$ cat src/rtl/inst_loader_if.sv
`timescale 1ns/1ps
// Byte-stream ingress plus instruction-memory write port of the boot loader.
// Latency: none (wires only).
// Backpressure: byteReady from the loader gates byteValid/byteData from the source.
//
// Ports: byteValid/byteData/byteReady = host byte stream handshake;
//        memAddress/memWriteData/memWrite = instruction memory write port.
// Modports: master = the loader (drives memory port, consumes bytes);
//           slave  = the surrounding system (byte source, memory sink).
interface inst_loader_if;
    logic        byteValid;
    logic [7:0]  byteData;
    logic        byteReady;
    logic [31:0] memAddress;
    logic [31:0] memWriteData;
    logic        memWrite;

    modport master (
        input  byteValid, byteData,
        output byteReady, memAddress, memWriteData, memWrite
    );

    modport slave (
        output byteValid, byteData,
        input  byteReady, memAddress, memWriteData, memWrite
    );
endinterface

$ cat src/rtl/inst_loader.sv
`timescale 1ns/1ps
// Boot-time instruction memory writer: packs big-endian words from a byte stream and holds the CPU in reset until loaded.
// Latency: 4 accepted bytes + 1 write cycle per word; done one cycle after the last write (or after start when count is 0).
// Backpressure: byteReady high only while receiving; byteValid stalls hold state forever, bytes offered elsewhere are not consumed.
//
// Ports: clk, reset (async active-low); start/loadCount begin a load (ignored while busy);
//        bus = byte stream in + memory write port out; busy/done/cpuReset status;
//        checksum = XOR of every word written by the current/last load.
module inst_loader #(
    parameter int DEPTH = 64,
    parameter int CNT_W = 7
) (
    input  logic             clk,
    input  logic             reset,
    input  logic             start,
    input  logic [CNT_W-1:0] loadCount,
    inst_loader_if.master    bus,
    output logic             busy,
    output logic             done,
    output logic             cpuReset,
    output logic [31:0]      checksum
);

    typedef enum logic [1:0] {IDLE, RECV, WRITE, DONE} state_t;

    state_t           state;
    state_t           next_state;
    logic [1:0]       byte_cnt;
    logic [CNT_W-1:0] target;
    logic [CNT_W-1:0] clamped;
    logic             start_ok;
    logic             byte_take;
    logic             last_word;

    // memAddress doubles as the word counter: it always equals the number
    // of words already written in this load.
    always_comb begin
        start_ok   = start && ((state == IDLE) || (state == DONE));
        clamped    = (loadCount > CNT_W'(DEPTH)) ? CNT_W'(DEPTH) : loadCount;
        byte_take  = (state == RECV) && bus.byteValid && bus.byteReady;
        last_word  = ((bus.memAddress + 32'd1) == 32'(target));
        next_state = state;
        case (state)
            IDLE, DONE: begin
                if (start_ok) begin
                    next_state = (clamped == '0) ? DONE : RECV;
                end
            end
            RECV: begin
                if (byte_take && (byte_cnt == 2'd3)) begin
                    next_state = WRITE;
                end
            end
            WRITE: begin
                next_state = last_word ? DONE : RECV;
            end
            default: next_state = IDLE;
        endcase
    end

    // Status outputs are registered from next_state so they line up with
    // the state they describe in the cycle after each edge.
    always_ff @(posedge clk or negedge reset) begin
        if (!reset) begin
            state            <= IDLE;
            byte_cnt         <= '0;
            target           <= '0;
            bus.byteReady    <= 1'b0;
            bus.memWrite     <= 1'b0;
            bus.memAddress   <= '0;
            bus.memWriteData <= '0;
            busy             <= 1'b0;
            done             <= 1'b0;
            cpuReset         <= 1'b1;
            checksum         <= '0;
        end else begin
            state         <= next_state;
            bus.byteReady <= (next_state == RECV);
            bus.memWrite  <= (next_state == WRITE);
            busy          <= (next_state == RECV) || (next_state == WRITE);
            done          <= (next_state == DONE);
            cpuReset      <= (next_state != DONE);

            if (start_ok) begin
                target         <= clamped;
                bus.memAddress <= '0;
                checksum       <= '0;
                byte_cnt       <= '0;
            end

            // Shifting left four times puts byte 0 in [31:24]; the word is
            // complete exactly when the WRITE cycle presents it.
            if (byte_take) begin
                bus.memWriteData <= {bus.memWriteData[23:0], bus.byteData};
                byte_cnt         <= byte_cnt + 2'd1;
            end

            if (state == WRITE) begin
                checksum       <= checksum ^ bus.memWriteData;
                bus.memAddress <= bus.memAddress + 32'd1;
            end
        end
    end

endmodule

$ cat src/flat_wrapper.sv
// flat-port wrapper written by rule: the top's interface ports become plain ports
module inst_loader_flat 
#(
    parameter int DEPTH = 64,
    parameter int CNT_W = 7
)
  (clk, reset, start, loadCount, busy, done, cpuReset, checksum, bus_byteValid, bus_byteData, bus_byteReady, bus_memAddress, bus_memWriteData, bus_memWrite);
  inst_loader_if bus_i ();
  input  logic clk;
  input  logic reset;
  input  logic start;
  input  logic [CNT_W-1:0] loadCount;
  output logic busy;
  output logic done;
  output logic cpuReset;
  output logic [31:0] checksum;
  input wire logic [$bits(bus_i.byteValid)-1:0] bus_byteValid;
  input wire logic [$bits(bus_i.byteData)-1:0] bus_byteData;
  output wire logic [$bits(bus_i.byteReady)-1:0] bus_byteReady;
  output wire logic [$bits(bus_i.memAddress)-1:0] bus_memAddress;
  output wire logic [$bits(bus_i.memWriteData)-1:0] bus_memWriteData;
  output wire logic [$bits(bus_i.memWrite)-1:0] bus_memWrite;
  assign bus_i.byteValid = bus_byteValid;
  assign bus_i.byteData = bus_byteData;
  assign bus_byteReady = bus_i.byteReady;
  assign bus_memAddress = bus_i.memAddress;
  assign bus_memWriteData = bus_i.memWriteData;
  assign bus_memWrite = bus_i.memWrite;
  inst_loader #(.DEPTH(DEPTH), .CNT_W(CNT_W)) u_core (.clk(clk), .reset(reset), .start(start), .loadCount(loadCount), .bus(bus_i), .busy(busy), .done(done), .cpuReset(cpuReset), .checksum(checksum));
endmodule
$ cat config.mk
export PLATFORM = sky130hd
export DESIGN_NAME = inst_loader_flat
export DESIGN_NICKNAME = d
export VERILOG_FILES = /design/src/rtl/inst_loader_if.sv /design/src/rtl/inst_loader.sv /design/src/flat_wrapper.sv
export SDC_FILE = /design/constraint.sdc
export NUM_CORES = 1
export LEC_CHECK = 0
export BUFFER_PORTS_ARGS = -buffer_cell sky130_fd_sc_hd__buf_2
export CAP_MARGIN = 15
export CORE_MARGIN = 3
export CORE_UTILIZATION = 23
export DETAILED_ROUTE_END_ITERATION = 7
export PLACE_DENSITY = 0.42
export SYNTH_ARGS = -nofsm -noshare
export SYNTH_HDL_FRONTEND = slang
export SYNTH_SLANG_ARGS = --single-unit
$ cat constraint.sdc
create_clock -name clk -period 2.9 [get_ports clk]
set_input_delay 0.29 -clock clk [delete_from_list [all_inputs] [get_ports clk]]
set_output_delay 0.29 -clock clk [all_outputs]
set_load 0.05 [all_outputs]
After elaboration in Yosys (flattened, before gate mapping)
Cells that the tools add are included.
{"block": "classes", "eq_ne": 9, "bitwise": 1, "n_addsub": 2, "mux": 11, "order_cmp": 1, "n_reduce_logical": 11}
{"cell": "$mux W32", "n": 3}
{"cell": "$add A32 B1 Y32 const B", "n": 1}
{"cell": "$eq A32 B7 Y1", "n": 1}
{"cell": "$xor A32 B32 Y32", "n": 1}
{"cell": "$mux W2", "n": 6}
{"cell": "$eq A2 B2 Y1 const B", "n": 5}
{"cell": "$gt A7 B7 Y1 const B", "n": 1}
{"cell": "$logic_not A7 Y1", "n": 1}
{"cell": "$mux W7", "n": 1}
{"cell": "$pmux W2 S3", "n": 1}
{"cell": "$eq A2 B1 Y1 const B", "n": 2}
{"cell": "$logic_and A1 B1 Y1", "n": 4}
{"cell": "$reduce_bool A2 Y1", "n": 2}
{"cell": "$add A2 B1 Y2 const B", "n": 1}
{"cell": "$logic_not A2 Y1", "n": 1}
{"cell": "$logic_or A1 B1 Y1", "n": 2}
{"cell": "$ne A2 B2 Y1 const B", "n": 1}
{"cell": "$reduce_or A2 Y1", "n": 1}
{"block": "word_totals", "elab_cells": 46, "in_bits": 19, "regBits": 112, "output_inout_bits": 101}

Depth between registers and ports, before layout
Gate-level depths: netlist of the first run.
{"block": "logic_depth", "ltp_word": 8, "ltp_mapped": 12, "depth_no_buf": 11}

Worst setup path before layout of the first run
OpenSTA, ideal clock, no wires.
{"block": "synth_path", "path_kind": "register -> register", "from": "register u_core.bus.memAddress[0]", "to": "register u_core.busy", "arrival_time_ps": 2952, "required_time_ps": 2774, "path_stages_with_launch": 11, "path_slack_ps": -178, "cell_sequence": "dfrtp_1 ha_1 nand3_1 buf_2 nor4_1 and3_1 o2111ai_1 nor4_2 a41oi_2 inv_1 ha_1"}
{"block": "synth_between", "elab_chain_cells": 6}
{"element": "start: declaration", "line": "inst_loader_if.sv:20", "source": "output byteReady, memAddress, memWriteData, memWrite"}
{"element": "start signal: assignment", "line": "inst_loader.sv:100", "source": "bus.memAddress <= bus.memAddress + 32'd1;"}
{"element": "$add A32 B1 Y32 (*)", "line": "inst_loader.sv:41", "source": "last_word = ((bus.memAddress + 32'd1) == 32'(target));"}
{"element": "$eq A32 B7 Y1 (*)", "line": "inst_loader.sv:41"}
{"element": "$mux W2 (*)", "line": "inst_loader.sv:55", "source": "next_state = last_word ? DONE : RECV;"}
{"element": "$pmux W2 S3 (*)", "line": "inst_loader.sv:43", "source": "case (state)"}
{"element": "$eq A2 B1 Y1 / $eq A2 B2 Y1 (equally long branches)", "line": "inst_loader.sv:80", "source": "busy <= (next_state == RECV) || (next_state == WRITE);"}
{"element": "$logic_or A1 B1 Y1 (*)", "line": "inst_loader.sv:80"}
{"element": "end signal: assignment", "line": "inst_loader.sv:80"}
{"element": "end: declaration", "line": "inst_loader.sv:18", "source": "output logic busy,"}
Every way passes the cells marked *; elsewhere a longest branch is shown, timed or not.
A chain may end at the register's enable or synchronous reset.

Worst setup path after layout of the first run
{"block": "layout_path", "from": "register u_core.bus.memAddress[1]", "to": "register u_core.bus.byteReady"}
{"block": "layout_between", "elab_chain_cells": 5}
{"element": "$add A32 B1 Y32", "line": "inst_loader.sv:41"}
{"element": "$eq A32 B7 Y1", "line": "inst_loader.sv:41"}
{"element": "$mux W2", "line": "inst_loader.sv:55"}
{"element": "$pmux W2 S3", "line": "inst_loader.sv:43"}
{"element": "$eq A2 B1 Y1", "line": "inst_loader.sv:78", "source": "bus.byteReady <= (next_state == RECV);"}
{"element": "end signal: assignment", "line": "inst_loader.sv:78"}
{"element": "end: declaration", "line": "inst_loader_if.sv:20"}
No other way between the ends.

==> results of run 1 <==
power breakdown:
| part | internal [mW] | switching [mW] |
|---|---|---|
| sequential | 2.03 | 0.506 |
| clock | 0.614 | 0.695 |
| combinational | 0.967 | 2.65 |
per-stage QoR:
stage / util, % / worst slack (ps) / hold WS [ps] / power (mW) / cell area, sq um
after global placement: 28.2 / 163 / 362 / 6.20 / 7140
after detailed placement: 28.2 / 104 / 367 / 6.21 / 7140
final: 29.7 / 142 / 118 / 7.47 / 7510
after global routing: 29.7 / 5.35 / 123 / 8.02 / 7510
after floorplan: - / 3.02 / -5.59 / 5.13 / 5990
after CTS: 29.4 / 86.9 / 105 / 7.56 / 7440
final cells by class:
type                    instances  area [sq um]  area share, %
clock buffers                   9           225           3.00
clock inverters                 7          72.6          0.966
well taps                     330           413           5.50
inverters                       9          33.8          0.450
repair buffers                162           961           12.8
flip-flops and latches        112          2810           37.5
multi-input cells             518          2990           39.8
layer usage:
layer / wire, microns / vias to the layer above
li1: - / 2620
met4: 308 / 4
met5: 27 / -
met1: 8760 / 2517
met2: 8540 / 119
met3: 1050 / 22
worst max-delay path by stage:
stage	startpoint	endpoint	slack, ps	depth (start not counted)
2_1_floorplan	u_core.bus.memAddress[8]	u_core.busy	3	9
3_3_place_gp	u_core.bus.memAddress[3]	u_core.busy	160	8
3_5_place_dp	u_core.bus.memAddress[5]	u_core.busy	100	8
4_1_cts	u_core.bus.memAddress[3]	u_core.busy	90	8
5_1_grt	u_core.bus.memAddress[1]	u_core.busy	5	10
6_report	u_core.bus.memAddress[1]	u_core.bus.byteReady	140	10
cell families (layout without fill, tap and decap cells):
kind of cell / count (synthesis) / count (layout) / synth area share (%)
AO/OA/AOI/OAI: 145 / 145 / 15.0
XOR/XNOR: 45 / 45 / 6.59
adder cells (fa/ha/maj): 7 / 7 / 1.47
buffers and inverters: 55 / 187 / 3.85
flip-flops: 112 / 112 / 46.9
multiplexers: 4 / 4 / 0.691
AND/OR/NAND/NOR: 317 / 317 / 25.5
worst max-delay path: cells and delay by family (launching register included):
kind | cells | cell delay, ps
compound gates | 2 | 350
buf+inv | 2 | 350
simple gates | 4 | 1170
flops | 1 | 430
fa+ha+maj | 2 | 350
what timing repair did:
action	in CTS	in global routing
hold endpoints to repair	43	0
endpoints found under the setup margin	0	2
buffers inserted	0	2
hold buffers	1	0
resized for setup	0	6
flip-flops by register name, indices dropped and copies added (netlist names), 2 cells and up:
register / count
u_core.bus.memAddress: 32
u_core.bus.memWriteData: 32
u_core.byte_cnt: 2
u_core.checksum: 32
u_core.state: 2
u_core.target: 7
layout by cell type (no fill, tap or decap), types with 9 or more instances in the layout:
| cell type | Yosys | layout |
|---|---|---|
| nand2_1 | 200 | 199 |
| buf_2 | 10 | 118 |
| dfrtp_1 | 111 | 103 |
| o21ai_0 | 75 | 75 |
| buf_4 | 3 | 40 |
| xor2_1 | 36 | 36 |
| nor2_1 | 18 | 18 |
| nand3_1 | 16 | 16 |
| o31ai_1 | 14 | 14 |
| nor3_1 | 14 | 13 |
| a21oi_1 | 13 | 12 |
| inv_1 | 9 | 9 |
| nand4_1 | 9 | 9 |
| a31oi_1 | 9 | 9 |
| xnor2_1 | 9 | 9 |
| clkbuf_16 | 0 | 9 |
==> metrics, run 1 <==
outcome=completed; Post-Syn Nets=711; ANT cells=0; CP Max Fanout=12; Power Dens Cells=994 nW/um^2; Port Buffers=119; Post-Route WL=18700 microns; final setup TNS=0 ps; slowest CP cell=or4b_1; Worst Reg-to-Reg Cells=10; final hold vios=0; final instance count without filler cells=1147; CTS Buf Count=9; WP data required=3160 ps; hold path depth=3; fill count=2671; share of layout cells above drive strength 1=25.9%; NumNets Final=838; grt total ovfl=0; Die Y=167 microns; Commonest cells post-synth=nand2_1 (200), dfrtp_1 (111), o21ai_0 (75), xor2_1 (36), clkbuf_1 (30); HPWL Detailed=12900 microns; Synth top area share=46.5%; worst reg2reg endpoint=u_core.bus.byteReady; Final ANT Viol Nets=0; met2 Use GR=20.9%; CTS clk-pin slew, worst paths=90 ps; clk buf depth=2; DRC errors left=0; synth top area cells=dfrtp_1 (46%), nand2_1 (13%), o21ai_0 (6.3%); GR Util All Layers=13.3%; measured slew at the worst slew-check pin=891 ps; Arr. time, crit path=3010 ps; RSZ-0062 raised after global routing=false; largest net degree at the start of global routing=88; Slew HR=40.6%; DR WL/cell=16.3 microns; post-synth cell types=63; WS Path Type=reg -> reg; slowest cell delay on critical path=580 ps; CTS tree=yes; sequential-to-total area share from yosys stat=46.9%; GRT met3 Usage=3.40%; cell repeated most along the worst path=ha_1; CP Cell Sequence=ha_1, nand3_1, buf_12, nor4_4, nand4_4, or4b_1, a22oi_2, a41oi_2, buf_4, ha_1; reg2reg start=u_core.bus.memAddress[1]; clock sink total=112; initial antenna violation count=2; Startpoint Class=flip-flop; placed cells=1128; max-slew violations=0; R2R setup slack=140 ps; post-synth top area cell=dfrtp_1; worst vdd ir=0.594 mV; f_max=0.363 GHz; Final Skew=14.2 ps; post-synthesis cell area=5980 sq um; GR peak layer=met2; Post-synth top flop=dfrtp_1; mean post-synth cell area=8.73 sq um; Root Driver=clkbuf_16; CORE AREA=25300 sq um; area delta synth->final=25.7%; Ports=120; htree depth=3; hold path startpoint=bus_byteData[7]; Pre-Repair DR Iteration Count=4; Synth Register Bits=112; GPL Wtd Cong=0.786; via count=5282; # setup viols final=0; Period minus WS final=2760 ps; crit end category=flip-flop; maximum capacitance violations=0; Mapped Cells=685; Row Count=58; Die ar.=28000 sq um; count leader, synth=nand2_1; first-pass GRT wire length=29900 microns; vias in the first global route=5169; die width=167 microns; Post-synth EDFFs=0; number of DRC markers in iteration 0=396; GR Layer Usage met1=18.1%; synth warn=0; leakage=3.70 nW; Hold EP=u_core.bus.memWriteData[7]; clock latency on the worst-skew pair=370 ps; Worst Hold Class=in -> reg; final cycle utilization of the critical path=95.1%; asr flop ratio synth=100%; Initial Utilization=23.6%; drt via density=4.61
No activity file was read; power rests on OpenSTA's default activity.
==> run 2: changes to the inputs <==
Settings changed: CORE_UTILIZATION 23 to 31, PLACE_DENSITY 0.42 to 0.53.
==> run 2 against run 1 <==
Combinational power barely moved. Final cell count fell by 6.4%. Sequential power barely moved. Clock power barely moved. Sequential share of layout area rose by 0.70 points. Critical path type unchanged. Critical endpoint is now u_core.busy.
==> metrics, run 2 (synthesis gave the netlist of run 1 again) <==
WS Path Type=reg -> reg; # setup viols final=0; Row Count=50; measured slew at the worst slew-check pin=899 ps; clock latency on the worst-skew pair=370 ps; Power Dens Cells=1000 nW/um^2; final setup TNS=0 ps; Startpoint Class=flip-flop; most frequent cells in the layout=nand2_1 (199), buf_2 (118), dfrtp_1 (99), o21ai_0 (75), buf_4 (39); Worst Hold Class=in -> reg; final instance count without filler cells=1074; Die Y=145 microns; clk buf depth=2; vias in the first global route=4915; largest net degree at the start of global routing=88; die width=145 microns; crit end category=flip-flop; Pre-Repair DR Iteration Count=4; Die ar.=21000 sq um; Hold WS=111 ps; NumNets Final=835; CTS Buf Count=9; Final ANT Viol Nets=0; GPL Wtd Cong=0.822; CTS clk-pin slew, worst paths=90 ps; HPWL Detailed=11700 microns; WP data required=3150 ps; maximum capacitance violations=0; CORE AREA=18800 sq um; Arr. time, crit path=2980 ps; placed cells=1051; outcome=completed; worst vdd ir=0.721 mV; leakage=3.65 nW; ANT cells=0; GR Util All Layers=16.5%; share of layout cells above drive strength 1=26.2%; via count=5278; CP Max Fanout=8; final cycle utilization of the critical path=94.4%; DRC errors left=0; initial antenna violation count=2; final hold vios=0; area delta synth->final=23.6%; htree depth=3; most common cell after layout, fill and taps aside=nand2_1; Regs by FF count=u_core.bus.memAddress x32, u_core.bus.memWriteData x32, u_core.checksum x32; Root Driver=clkbuf_16; first-pass GRT wire length=27400 microns; number of DRC markers in iteration 0=345; f_max=0.365 GHz; Post-Route WL=16900 microns; Period minus WS final=2740 ps; Initial Utilization=31.7%; clock sink total=112; fill count=1903; RSZ-0062 raised after global routing=false; max-slew violations=0; CTS tree=yes; grt total ovfl=0; Slew HR=40.0%; DR WL/cell=15.7 microns; drt via density=4.91; Port Buffers=119; Final Skew=13.7 ps; Ports=120
==> run 2: layout make-up <==
type	count	area, sq um	share of cell area [%]
Clock buffer	9	225	3.05
Clock inverter	7	82.6	1.12
Inverter	9	33.8	0.457
Multi-Input combinational cell	518	2990	40.4
Sequential cell	112	2820	38.2
Tap cell	260	325	4.40
Timing Repair Buffer	159	913	12.4
==> run 2: metrics by stage <==
stage / utilization (%) / worst slack (ps) / area [sq um] / power (mW)
floorplan: - / 3.02 / 5990 / 5.13
global placement: 37.1 / 80.9 / 6980 / 6.10
detailed placement: 37.1 / 43.3 / 6980 / 6.14
CTS: 38.8 / 29.9 / 7300 / 7.47
global route: 39.2 / 1.54 / 7390 / 7.93
finish: 39.2 / 163 / 7390 / 7.41
==> run 2: path summary, 6_finish.rpt <==
check / cells after the start / to / start / slack [ps]
max: 10 / u_core.busy / u_core.bus.memAddress[10] / 160
min in group asynchronous: 2 / u_core.target[0] / reset / 470
max reg2reg: 10 / u_core.busy / u_core.bus.memAddress[10] / 160
min: 3 / u_core.bus.memWriteData[7] / bus_byteData[7] / 110
max in group asynchronous: 3 / u_core.bus.memWriteData[9] / reset / 1650
min reg2reg: 1 / u_core.byte_cnt[0] / u_core.byte_cnt[0] / 500
==> run 2: routing by layer <==
| layer | wire length [microns] | track usage [%] | vias to the layer above |
|---|---|---|---|
| met4 | 187 | 3.98 | 4 |
| met1 | 7580 | 22.6 | 2520 |
| met3 | 1220 | 5.06 | 17 |
| met2 | 7840 | 25.6 | 128 |
| li1 | - | - | 2609 |
| met5 | 30 | 0 | - |
==> run 2: where the power goes <==
group / switching, mW / total (mW) / internal [mW]
Combinational: 2.64 / 3.59 / 0.944
Clock: 0.681 / 1.31 / 0.626
Sequential: 0.485 / 2.51 / 2.03
==> run 2: timing repair <==
item / 4_1_cts / 5_1_grt
setup endpoints to repair: 0 / 4
hold buffers: 1 / 0
resized for setup: 0 / 10
buffers inserted: 0 / 6
endpoints found under the hold margin: 40 / 0
==> run 2: worst max-delay path, cell delays in order (launching register included) <==
cell and delay [ps]:
dfrtp_1 510, nand4_1 250, buf_4 200, nor4_1 280, buf_4 180, and3_1 240, or3_1 170, a22oi_2 80
a41oi_2 340, inv_1 110, ha_1 280
==> run 3: changes to the inputs <==
Settings changed: RECOVER_POWER set to 100.
==> run 3 against run 2 <==
The flow now finishes with violations (max-capacitance violations, max-slew violations). Critical path type unchanged. Highest routed layer unchanged. Utilization shrank 0.80 points. First-iteration DRC count shrank 9.6%. Global-route usage is the same.
==> metrics, run 3 (synthesis gave the netlist of run 1 again) <==
Power Dens Cells=1010 nW/um^2; CTS Buf Count=9; Critical Path Source=u_core.bus.memAddress[10]; reg2reg start=u_core.bus.memAddress[10]; HPWL Detailed=11700 microns; Startpoint Class=flip-flop; DRC errors left=0; max-slew violations=33; share of layout cells above drive strength 1=13.3%; GR Util All Layers=16.5%; Final Skew=12.0 ps; outcome=finished, violations left; Sequential Power Share=34.7%; Regs by FF count=u_core.bus.memAddress x32, u_core.bus.memWriteData x32, u_core.checksum x32; most common cell after layout, fill and taps aside=nand2_1; f_max=0.365 GHz; DR WL/cell=15.7 microns; worst vdd ir=0.696 mV; CTS tree=yes; CTS clk-pin slew, worst paths=80 ps; Port Buffers=119; first-pass GRT wire length=27400 microns; crit end category=flip-flop; NumNets Final=835; htree depth=3; Slew HR=-0.344%; Die Y=145 microns; Row Count=50; switching part of the total=52.4%; ANT cells=0; GPL Wtd Cong=0.822; most frequent cells in the layout=nand2_1 (200), clkbuf_1 (102), dfrtp_1 (99), o21ai_0 (75), xor2_1 (36); Initial Utilization=31.7%; leakage=3.24 nW; CP Max Fanout=8; failing checks=max-capacitance violations, max-slew violations; Pwr Total=7.28 mW; largest net degree at the start of global routing=88; Root Driver=clkbuf_16; NetSw=3.82 mW; vias in the first global route=4915; WP data required=3150 ps; Die ar.=21000 sq um; Internal=3.46 mW; Hold WS=111 ps; number of DRC markers in iteration 0=312; clk buf depth=2; Arr. time, crit path=2990 ps; clock power share=18.0%; Worst Hold Class=in -> reg; final cycle utilization of the critical path=94.5%; # setup viols final=0; pre-CTS setup slack=43.3 ps; Period minus WS final=2740 ps; fin worst setup slack=161 ps; drt via density=4.93; fill count=1958; measured slew at the worst slew-check pin=1510 ps; WS Path Type=reg -> reg; final hold vios=0; clock latency on the worst-skew pair=370 ps; Post-Route WL=16900 microns; initial antenna violation count=2; maximum capacitance violations=1; die width=145 microns; Ports=120; grt total ovfl=0; CORE AREA=18800 sq um; clock sink total=112; hold path startpoint=bus_byteData[3]; area delta synth->final=21.1%; Pre-Repair DR Iteration Count=5; Final ANT Viol Nets=0; combinational power share=47.3%; via count=5294
run 3: changes by cell type in the layout (fill, tap and decap cells not counted), sizes merged:
cell / previous run / this run
buf: 158 / 52
clkbuf: 9 / 115
run 3: final timing paths:
kind	to	slack, ps	depth (start not counted)
max	u_core.busy	160	10
min	u_core.bus.memWriteData[3]	110	3
max reg2reg	u_core.busy	160	10
min reg2reg	u_core.byte_cnt[0]	500	1
max in group asynchronous	u_core.bus.memWriteData[9]	960	3
min in group asynchronous	u_core.bus.memWriteData[20]	690	2
run 3: power groups by stage:
stage | Clock (mW) | Sequential, mW | Combinational, mW
final | 1.31 | 2.52 | 3.45
after global routing | 1.41 | 2.61 | 3.78
after CTS | 1.35 | 2.53 | 3.59
after detailed placement | 0 | 2.55 | 3.58
after global placement | 0 | 2.55 | 3.55
after floorplan | 0 | 3.78 | 1.35
run 3: metrics by stage:
stage               cell area, sq um  setup TNS [ps]  util [%]  cells
floorplan                       5990               0         -    685
global placement                6980               0      37.1   1051
detailed placement              6980               0      37.1   1051
CTS                             7300               0      38.8   1068
global route                    7240           -10.5      38.4   1074
finish                          7240               0      38.4   1074
run 3: layout make-up:
type,count,area [sq um],area share (%)
Clock buffer,9,225,3.11
Multi-Input combinational cell,518,2980,41.2
Clock inverter,7,82.6,1.14
Inverter,9,33.8,0.467
Timing Repair Buffer,159,771,10.7
Tap cell,260,325,4.50
Sequential cell,112,2820,39.0
run 3: metal layers:
layer / global-route usage [%] / vias to the layer above / wire length, microns
met5: 0 / - / 29
met4: 3.98 / 4 / 186
met3: 5.06 / 17 / 1170
met2: 25.6 / 131 / 7840
met1: 22.6 / 2528 / 7660
li1: - / 2614 / -
run 3: worst max-delay path: stages, from the launching register on:
cell	delay (ps)
dfrtp_1	520
nand4_1	250
buf_4	200
nor4_1	270
buf_4	170
and3_1	240
nand4b_1	170
a22oi_2	230
a41oi_2	220
inv_1	130
ha_1	230
run 3: what timing repair did:
item                                    in CTS  in global routing
gates resized for setup                      0                 10
endpoints found under the setup margin       0                  4
buffers inserted                             0                  6
hold buffers                                 1                  0
endpoints found under the hold margin       40                  0
